**src/rtl/led_pwm_controller_pkg.sv**
```systemverilog
// Shared definitions for the LED PWM controller: channel mode codes,
// register select codes and write-bus field widths.
package led_pwm_controller_pkg;

    typedef enum logic [1:0] {
        MODE_OFF   = 2'b00,
        MODE_ON    = 2'b01,
        MODE_PWM   = 2'b10,
        MODE_BLINK = 2'b11
    } mode_e;

    localparam logic SEL_MODE  = 1'b0;
    localparam logic SEL_DUTY  = 1'b1;

    localparam int CH_BITS   = 4;
    localparam int ADDR_BITS = CH_BITS + 1;
    localparam int DATA_BITS = 8;

endpackage

```
**src/rtl/led_pwm_channel.sv**
```systemverilog
// One LED channel: mode register, shadow/active duty pair with glitch-free
// update on the PWM wrap, optional gamma stage and the output compare.
// Build option: define LED_GAMMA_EN to square the duty on its way from
// shadow to active; without it no multiplier is built.
module led_pwm_channel
    import led_pwm_controller_pkg::*;
#(
    parameter int PWM_BITS = 8
) (
    input  logic                 clk,
    input  logic                 rst,
    input  logic [PWM_BITS-1:0]  pwm_cnt,
    input  logic                 wrap,
    input  logic                 blink_phase,
    input  logic                 mode_we,
    input  logic                 duty_we,
    input  logic [DATA_BITS-1:0] wr_data,
    output logic                 led_next
);

    mode_e               mode;
    logic [PWM_BITS-1:0] shadow;
    logic [PWM_BITS-1:0] active;
    logic [PWM_BITS-1:0] load;
    logic                lit;

`ifdef LED_GAMMA_EN
    logic [2*PWM_BITS-1:0] shadow_wide;
    logic [2*PWM_BITS-1:0] shadow_sq;

    // Gamma: square the shadow duty and keep the upper half of the product.
    assign shadow_wide = {{PWM_BITS{1'b0}}, shadow};
    assign shadow_sq   = shadow_wide * shadow_wide;
    assign load        = shadow_sq[2*PWM_BITS-1:PWM_BITS];
`else
    assign load = shadow;
`endif

    // Register writes land immediately; active duty only changes on wrap so a
    // period is never cut short or stretched by a mid-period DUTY write.
    always_ff @(posedge clk) begin
        // NOTE: every register here is a handful of flops, so all of them take
        // the reset; nothing is memory-like that would justify leaving it unreset.
        if (rst) begin
            mode   <= MODE_OFF;
            shadow <= '0;
            active <= '0;
        end else begin
            // NOTE: non-blocking assignments make a write and a wrap in the same
            // cycle load active from the old shadow while shadow takes the new value.
            if (mode_we) mode   <= mode_e'(wr_data[1:0]);
            if (duty_we) shadow <= wr_data[PWM_BITS-1:0];
            if (wrap)    active <= load;
        end
    end

    // Next LED value from the mode and an unsigned PWM compare.
    always_comb begin
        // NOTE: led_next gets a default before the case so no latch is inferred.
        led_next = 1'b0;
        lit      = (pwm_cnt < active);
        case (mode)
            MODE_OFF:   led_next = 1'b0;
            MODE_ON:    led_next = 1'b1;
            MODE_PWM:   led_next = lit;
            MODE_BLINK: led_next = lit & blink_phase;
            default:    led_next = 1'b0;
        endcase
    end

endmodule

```
**src/rtl/led_pwm_controller.sv**
```systemverilog
// Multi-channel LED driver top: prescaler, PWM and blink counters, write
// address decode, registered pwm_wrap and registered LED outputs.
// Build option: LED_GAMMA_EN (see led_pwm_channel) enables duty gamma.
module led_pwm_controller
    import led_pwm_controller_pkg::*;
#(
    parameter int NUM_LEDS   = 4,
    parameter int PWM_BITS   = 8,
    parameter int PRESCALE   = 64,
    parameter int BLINK_BITS = 6
) (
    input  logic                 clk,
    input  logic                 rst,
    input  logic                 wr_en,
    input  logic [ADDR_BITS-1:0] wr_addr,
    input  logic [DATA_BITS-1:0] wr_data,
    output logic                 en_sig,
    output logic                 pwm_wrap,
    output logic [NUM_LEDS-1:0]  leds
);

    localparam int PRESC_W = (PRESCALE > 1) ? $clog2(PRESCALE) : 1;

    logic [PRESC_W-1:0]    presc;
    logic [PWM_BITS-1:0]   pwm_cnt;
    logic [BLINK_BITS-1:0] blink_cnt;
    logic                  step;
    logic                  wrap;
    logic [CH_BITS-1:0]    wr_ch;
    logic                  wr_sel;
    logic [NUM_LEDS-1:0]   led_next;

    assign step   = (presc == PRESC_W'(PRESCALE - 1));
    assign wrap   = step & (&pwm_cnt);
    assign wr_ch  = wr_addr[ADDR_BITS-1:1];
    assign wr_sel = wr_addr[0];
    assign en_sig = wr_en;

    // Timebase: prescaler steps pwm_cnt, each full PWM period steps blink_cnt.
    always_ff @(posedge clk) begin
        if (rst) begin
            presc     <= '0;
            pwm_cnt   <= '0;
            blink_cnt <= '0;
        end else begin
            presc <= step ? '0 : presc + 1'b1;
            if (step) pwm_cnt   <= pwm_cnt + 1'b1;
            if (wrap) blink_cnt <= blink_cnt + 1'b1;
        end
    end

    // Channels; addresses naming a channel beyond NUM_LEDS match no instance
    // and are therefore dropped without side effects.
    for (genvar i = 0; i < NUM_LEDS; i++) begin : g_ch
        logic hit;
        assign hit = wr_en & (wr_ch == CH_BITS'(i));

        led_pwm_channel #(
            .PWM_BITS (PWM_BITS)
        ) u_ch (
            .clk         (clk),
            .rst         (rst),
            .pwm_cnt     (pwm_cnt),
            .wrap        (wrap),
            .blink_phase (blink_cnt[BLINK_BITS-1]),
            .mode_we     (hit & (wr_sel == SEL_MODE)),
            .duty_we     (hit & (wr_sel == SEL_DUTY)),
            .wr_data     (wr_data),
            .led_next    (led_next[i])
        );
    end

    // Output register: pins see clean flop outputs, one cycle after the compare.
    always_ff @(posedge clk) begin
        if (rst) begin
            leds     <= '0;
            pwm_wrap <= 1'b0;
        end else begin
            leds     <= led_next;
            pwm_wrap <= wrap;
        end
    end

endmodule

```
**config.mk**
```make
export PLATFORM = sky130hd
export DESIGN_NAME = led_pwm_controller
export DESIGN_NICKNAME = d
export VERILOG_FILES = /design/src/rtl/led_pwm_controller_pkg.sv /design/src/rtl/led_pwm_channel.sv /design/src/rtl/led_pwm_controller.sv
export SDC_FILE = /design/constraint.sdc
export NUM_CORES = 1
export LEC_CHECK = 0
export ABC_AREA = 1
export BUFFER_PORTS_ARGS = -buffer_cell sky130_fd_sc_hd__buf_4
export CAP_MARGIN = 15
export CORE_MARGIN = 2
export CORE_UTILIZATION = 65
export CTS_CLUSTER_SIZE = 10
export DETAILED_ROUTE_END_ITERATION = 6
export PLACE_DENSITY = 0.89
export SETUP_SLACK_MARGIN = 0.4
export SYNTH_ARGS = -nofsm -noshare
export SYNTH_HDL_FRONTEND = slang
export SYNTH_SLANG_ARGS = --single-unit
```
**constraint.sdc**
```tcl
create_clock -name clk -period 3 [get_ports clk]
set_input_delay 0.3 -clock clk [delete_from_list [all_inputs] [get_ports clk]]
set_output_delay 0.3 -clock clk [all_outputs]
set_load 0.005 [all_outputs]
```
# --- After elaboration in Yosys (flattened, before gate mapping) ---
# Index checks and enable logic that the tools add are counted.
word_totals:
  romBits: 0
  word_cells: 69
  latch_bits: 0
  ramBits: 0
  register_bits: 97
  output_inout_bits: 6
  mem_count: 0
  in_bits: 16
op_classes:
  eq_ne: 16
  mux: 4
  multipliers: 0
  bitwise_logic: 18
  reduce_logical: 7
  n_addsub: 3
  n_div: 0
  shifts: 0
  n_lt_le_gt_ge: 4
op_table:
  columns: ["op", "count"]
  rows:
  - ["8-bit < comparator", 4]
  - ["1-bit bitwise AND", 17]
  - ["2-bit equality test (second input constant)", 8]
  - ["1-bit one-hot mux with 4 select lines", 4]
  - ["6-bit by 1-bit adder with 6-bit output (second input constant)", 2]
  - ["8-bit by 1-bit adder with 8-bit output (second input constant)", 1]
  - ["2-bit by 1-bit equality test with 1-bit output (second input constant)", 4]
  - ["4-bit by 2-bit equality test with 1-bit output (second input constant)", 2]
  - ["2-bit logical NOT", 4]
  - ["8-bit AND reduction", 1]
  - ["6-bit equality test (second input constant)", 1]
  - ["4-bit by 1-bit equality test with 1-bit output (second input constant)", 1]
  - ["4-bit logical NOT", 1]
  - ["2-bit OR reduction", 1]
  - ["1-bit inverter", 1]

# --- Longest topological paths before layout ---
depth:
  depth_word: 3
  ltp_mapped: 9
  mapped_depth_nobuf: 9

# --- Modules after synthesis ---
# Synthesis repeated with hierarchy kept, for this count alone.
unflattened:
  cells_unflattened: 607
  area_unflattened_um2: 4752.1
by_module_without_submodules:
  columns: ["mod", "n_inst", "seq_area_each_um2", "cells_each", "area_each_um2"]
  rows:
  - ["led_pwm_channel", 4, 360.3, 109, 873.3]
  - ["led_pwm_controller", 1, 500.5, 171, 1258.7]

# --- Worst setup path after synthesis ---
# Ideal clock, no wire load.
synth_path:
  path_kind: "register to register"
  from: "register presc[0]"
  to: "register g_ch[0].u_ch.active[0]"
  stages_incl_launch_ff: 9
  setup_ns: 0.132
  t_required_ns: 2.868
  arrival_ns: 1.406
  slack_ns: 1.462
  path_cell_list: "dfxtp_1 > ha_1 > nand2_1 > nor3_4 > nand3_2 > buf_2 > buf_2 > nand2_1 > a21oi_1"
synth_between:
  elab_chain_len: 2
synth_lines:
  columns: ["element", "line_no", "source"]
  rows:
  - ["start: declaration", "led_pwm_controller.sv:24", "logic [PRESC_W-1:0] presc;"]
  - ["start signal: assignment", "led_pwm_controller.sv:46", "presc <= step ? '0 : presc + 1'b1;"]
  - ["6-bit equality test", "led_pwm_controller.sv:33", "assign step = (presc == PRESC_W'(PRESCALE - 1));"]
  - ["1-bit bitwise AND", "led_pwm_controller.sv:34", "assign wrap = step & (&pwm_cnt);"]
  - ["end signal: assignment", "led_pwm_channel.sv:53", "if (wrap) active <= load;"]
  - ["end: declaration", "led_pwm_channel.sv:23", "logic [PWM_BITS-1:0] active;"]
# Every way passes these cells.
# A chain may end at the register's enable or synchronous reset.

# --- Final worst setup path ---
layout_path:
  from: "register pwm_cnt[1]"
  to: "register g_ch[1].u_ch.active[5]"
layout_between:
  elab_chain_len: 2
layout_lines:
  columns: ["element", "line_no", "source"]
  rows:
  - ["start: declaration", "led_pwm_controller.sv:25", "logic [PWM_BITS-1:0] pwm_cnt;"]
  - ["start signal: assignment", "led_pwm_controller.sv:47", "if (step) pwm_cnt <= pwm_cnt + 1'b1;"]
  - ["8-bit AND reduction", "led_pwm_controller.sv:34", null]
  - ["1-bit bitwise AND", "led_pwm_controller.sv:34", null]
  - ["end signal: assignment", "led_pwm_channel.sv:53", null]
  - ["end: declaration", "led_pwm_channel.sv:23", null]
# Every way passes these cells.

==> impl_metrics.json <==
{
  "status": "completed",
  "cts_resized": 0,
  "diodes": 0,
  "worstReg2RegEnd": "g_ch[1].u_ch.active[5]",
  "reg2reg_depth": 7,
  "tightestPinTransition_ns": 0.5804,
  "swShare_pct": 25.48,
  "power.share.combinational_pct": 3.6,
  "critPathKind": "reg2reg",
  "rsz0062_at_grt": "no",
  "place.gp.congestion": 0.8565,
  "ys_top_cells_by_area": "dfxtp_1, nand2_1, ha_1, a21oi_1, nor2_1",
  "top_layer": "met4",
  "nets": 666,
  "cts_buffer_depth": 2,
  "place_area_sq_um": 4551,
  "final_max_slew_viol_count": 0,
  "synth_area_sq_um": 4398,
  "tns_ns": 0,
  "die_h_microns": 86.26,
  "path_cells": "ha_1, inv_1, nor2_1, nand3_2, inv_2, nand2_1, a21oi_1",
  "critPathMaxStageDelay_ns": 0.51,
  "dieArea_sq_um": 7440,
  "synthDistinctLibCells": 22,
  "relSlewSlack_pct": 61.25,
  "met3_length_microns": 567,
  "peakVddDrop_mv": 0.3751,
  "powerDensity_nw_per_um2": 465.7,
  "grt_pass1_vias": 3551,
  "vias": 3800,
  "areaGrowthSynthToFinish_pct": 8.478,
  "p_leak_nw": 1.979,
  "die_x_microns": 86.26,
  "met2_length_microns": 4268,
  "drt-met1-wl_microns": 4448,
  "worstReg2RegStart": "pwm_cnt[1]",
  "r2r_slack_ns": 1.07,
  "holdPathStages": 3,
  "ys.flop_type": "dfxtp_1",
  "numPortBuffers": 21,
  "dr.pass1.iters": 4,
  "initial_utilization_pct": 68.09,
  "syn_inst": 606,
  "cp-start-kind": "register",
  "min_from": "wr_data[5]",
  "grt_first_pass_wirelength_microns": 16230,
  "cts_htree_levels": 3,
  "finalHoldViolCount": 0,
  "pin_count": 22,
  "synth_area_per_cell_sq_um": 7.257,
  "setup_viol": 0,
  "crit_arrival_ns": 2.23,
  "fin_util_pct": 73.87,
  "hold_end": "g_ch[3].u_ch.load[5]",
  "core_area_sq_um": 6459,
  "cts_buffers": 9,
  "synthArstFlopShare_pct": 0,
  "drive_above_1_share_pct": 6.731,
  "required_ns": 3.30,
  "yosysWarnings": 0,
  "drv_cap": 0,
  "yosysTopAreaCell": "dfxtp_1",
  "hpwl_microns": 6694,
  "finalPower_mw": 2.222,
  "ant_nets": 0,
  "fillers": 489,
  "cts_tree": "done",
  "cts.sinks": 97,
  "drt_iter0_markers": 274,
  "p_seq_share_pct": 58.7,
  "clk_latency_ns": 0.38,
  "post_cts_buffers": 0,
  "synth_seq_cells": 97,
  "internal_power_mw": 1.656,
  "fin_area_sq_um": 4771,
  "holdBufCountCts": 0,
  "synth_edf_count": 0,
  "grt_usage_pct": 27.68,
  "switching_power_uw": 566.2,
  "min_period_ns": 1.934,
  "crit_fanout": 38,
  "synth_common_cells": "nand2_1, dfxtp_1, nor2_1",
  "fmax_ghz": 0.5171,
  "period_share_pct": 64.46,
  "yosysMostFrequentCell": "nand2_1",
  "cts_root_buf": "clkbuf_8",
  "grt_max_degree": 50,
  "crit_path_start": "pwm_cnt[1]",
  "drc_errors": 0,
  "grt_antenna_before_repair": 0,
  "drt-wirelength-per-cell_microns": 13.58,
  "cpMaxStageDelayCell": "dfxtp_1",
  "hp-class": "in2reg",
  "clk_pin_slew_worst_paths_ns": 0.11,
  "synth-seq-area-share_pct": 44.15,
  "synth_nets": 653,
  "synth_top_area_share_pct": 44.15,
  "crit_path_end_kind": "register",
  "num_rows": 29,
  "viasPerCell": 5.421,
  "routed_wl_microns": 9518,
  "power_frac_clock_pct": 37.8,
  "fin_worst_skew_ns": 0.009027,
  "overflow": 0
}
-- cell families (layout without fill, tap and decap cells) --
| family | count (synthesis) | in the layout | synth area share [%] |
|---|---|---|---|
| AND/OR/NAND/NOR | 251 | 251 | 22.65 |
| flip-flops | 97 | 97 | 44.15 |
| buffers and inverters | 98 | 116 | 9.047 |
| XOR/XNOR | 7 | 7 | 1.394 |
| AO/OA/AOI/OAI | 122 | 122 | 13.94 |
| adder cells (fa/ha/maj) | 31 | 31 | 8.819 |
-- flip-flops by register name (all words and copies together), names as in the netlist --
name,flops
blink_cnt,6
g_ch.u_ch.mode,8
g_ch.u_ch.load,32
leds,4
g_ch.u_ch.active,32
pwm_cnt,8
pwm_wrap,1
presc,6
-- placed cells by master (no fill, tap or decap), types with 2 or more instances in the layout --
cell type	count
nand2_1	141
dfxtp_1	97
nor2_1	87
inv_1	76
a21oi_1	72
o21ai_0	49
ha_1	31
buf_4	22
nand3_1	12
clkbuf_8	9
xor2_1	4
and3_1	4
nand4_1	3
xnor2_1	3
inv_6	3
inv_8	3
nor3_1	2
-- layout make-up --
class | count | area, sq um | area share (%)
sequential | 97 | 1942 | 40.70
clock buffer | 9 | 123.9 | 2.596
multi-input combinational | 411 | 2058 | 43.14
inverter | 77 | 289.0 | 6.058
clock inverter | 7 | 68.82 | 1.442
timing repair buffer | 23 | 192.7 | 4.039
tap | 77 | 96.34 | 2.019
-- routing by layer --
| layer | up-vias | global-route usage (%) |
|---|---|---|
| met2 | 113 | 43.55 |
| met5 | - | 0 |
| met4 | 0 | 12.36 |
| li1 | 1937 | - |
| met3 | 26 | 5.429 |
| met1 | 1724 | 37.14 |
-- power groups by stage --
stage	logic (mW)	clock network (mW)	registers (mW)
global placement	0.0715	0	1.33
CTS	0.0744	0.842	1.30
finish	0.0790	0.839	1.30
global route	0.0890	0.900	1.31
floorplan	0.0410	0	1.33
detailed placement	0.0739	0	1.33
-- through the flow --
stage	cells	worst slack [ns]	hold slack, ns
2_1_floorplan	606	1.462	0.4176
3_3_place_gp	684	1.130	0.4273
3_5_place_dp	684	1.014	0.4366
4_1_cts	700	1.052	0.1761
5_1_grt	701	0.8298	0.1933
6_report	701	1.066	0.1785
-- worst max-delay path by stage --
stage	to	slack (ns)	cells after the start
floorplan	g_ch[0].u_ch.active[0]	1.46	8
global placement	presc[5]	1.13	4
detailed placement	g_ch[2].u_ch.load[3]	1.01	4
CTS	g_ch[1].u_ch.active[5]	1.05	7
global route	g_ch[3].u_ch.active[4]	0.83	7
finish	g_ch[1].u_ch.active[5]	1.07	7
-- critical path: cells and delay by family (launching register included) --
family	cells	cell delay, ns
AO/OA/AOI/OAI	1	0.16
buffers and inverters	2	0.52
AND/OR/NAND/NOR	3	0.40
flip-flops	1	0.51
adder cells (fa/ha/maj)	1	0.26
Note: power is estimated with default switching activity, not from simulation.
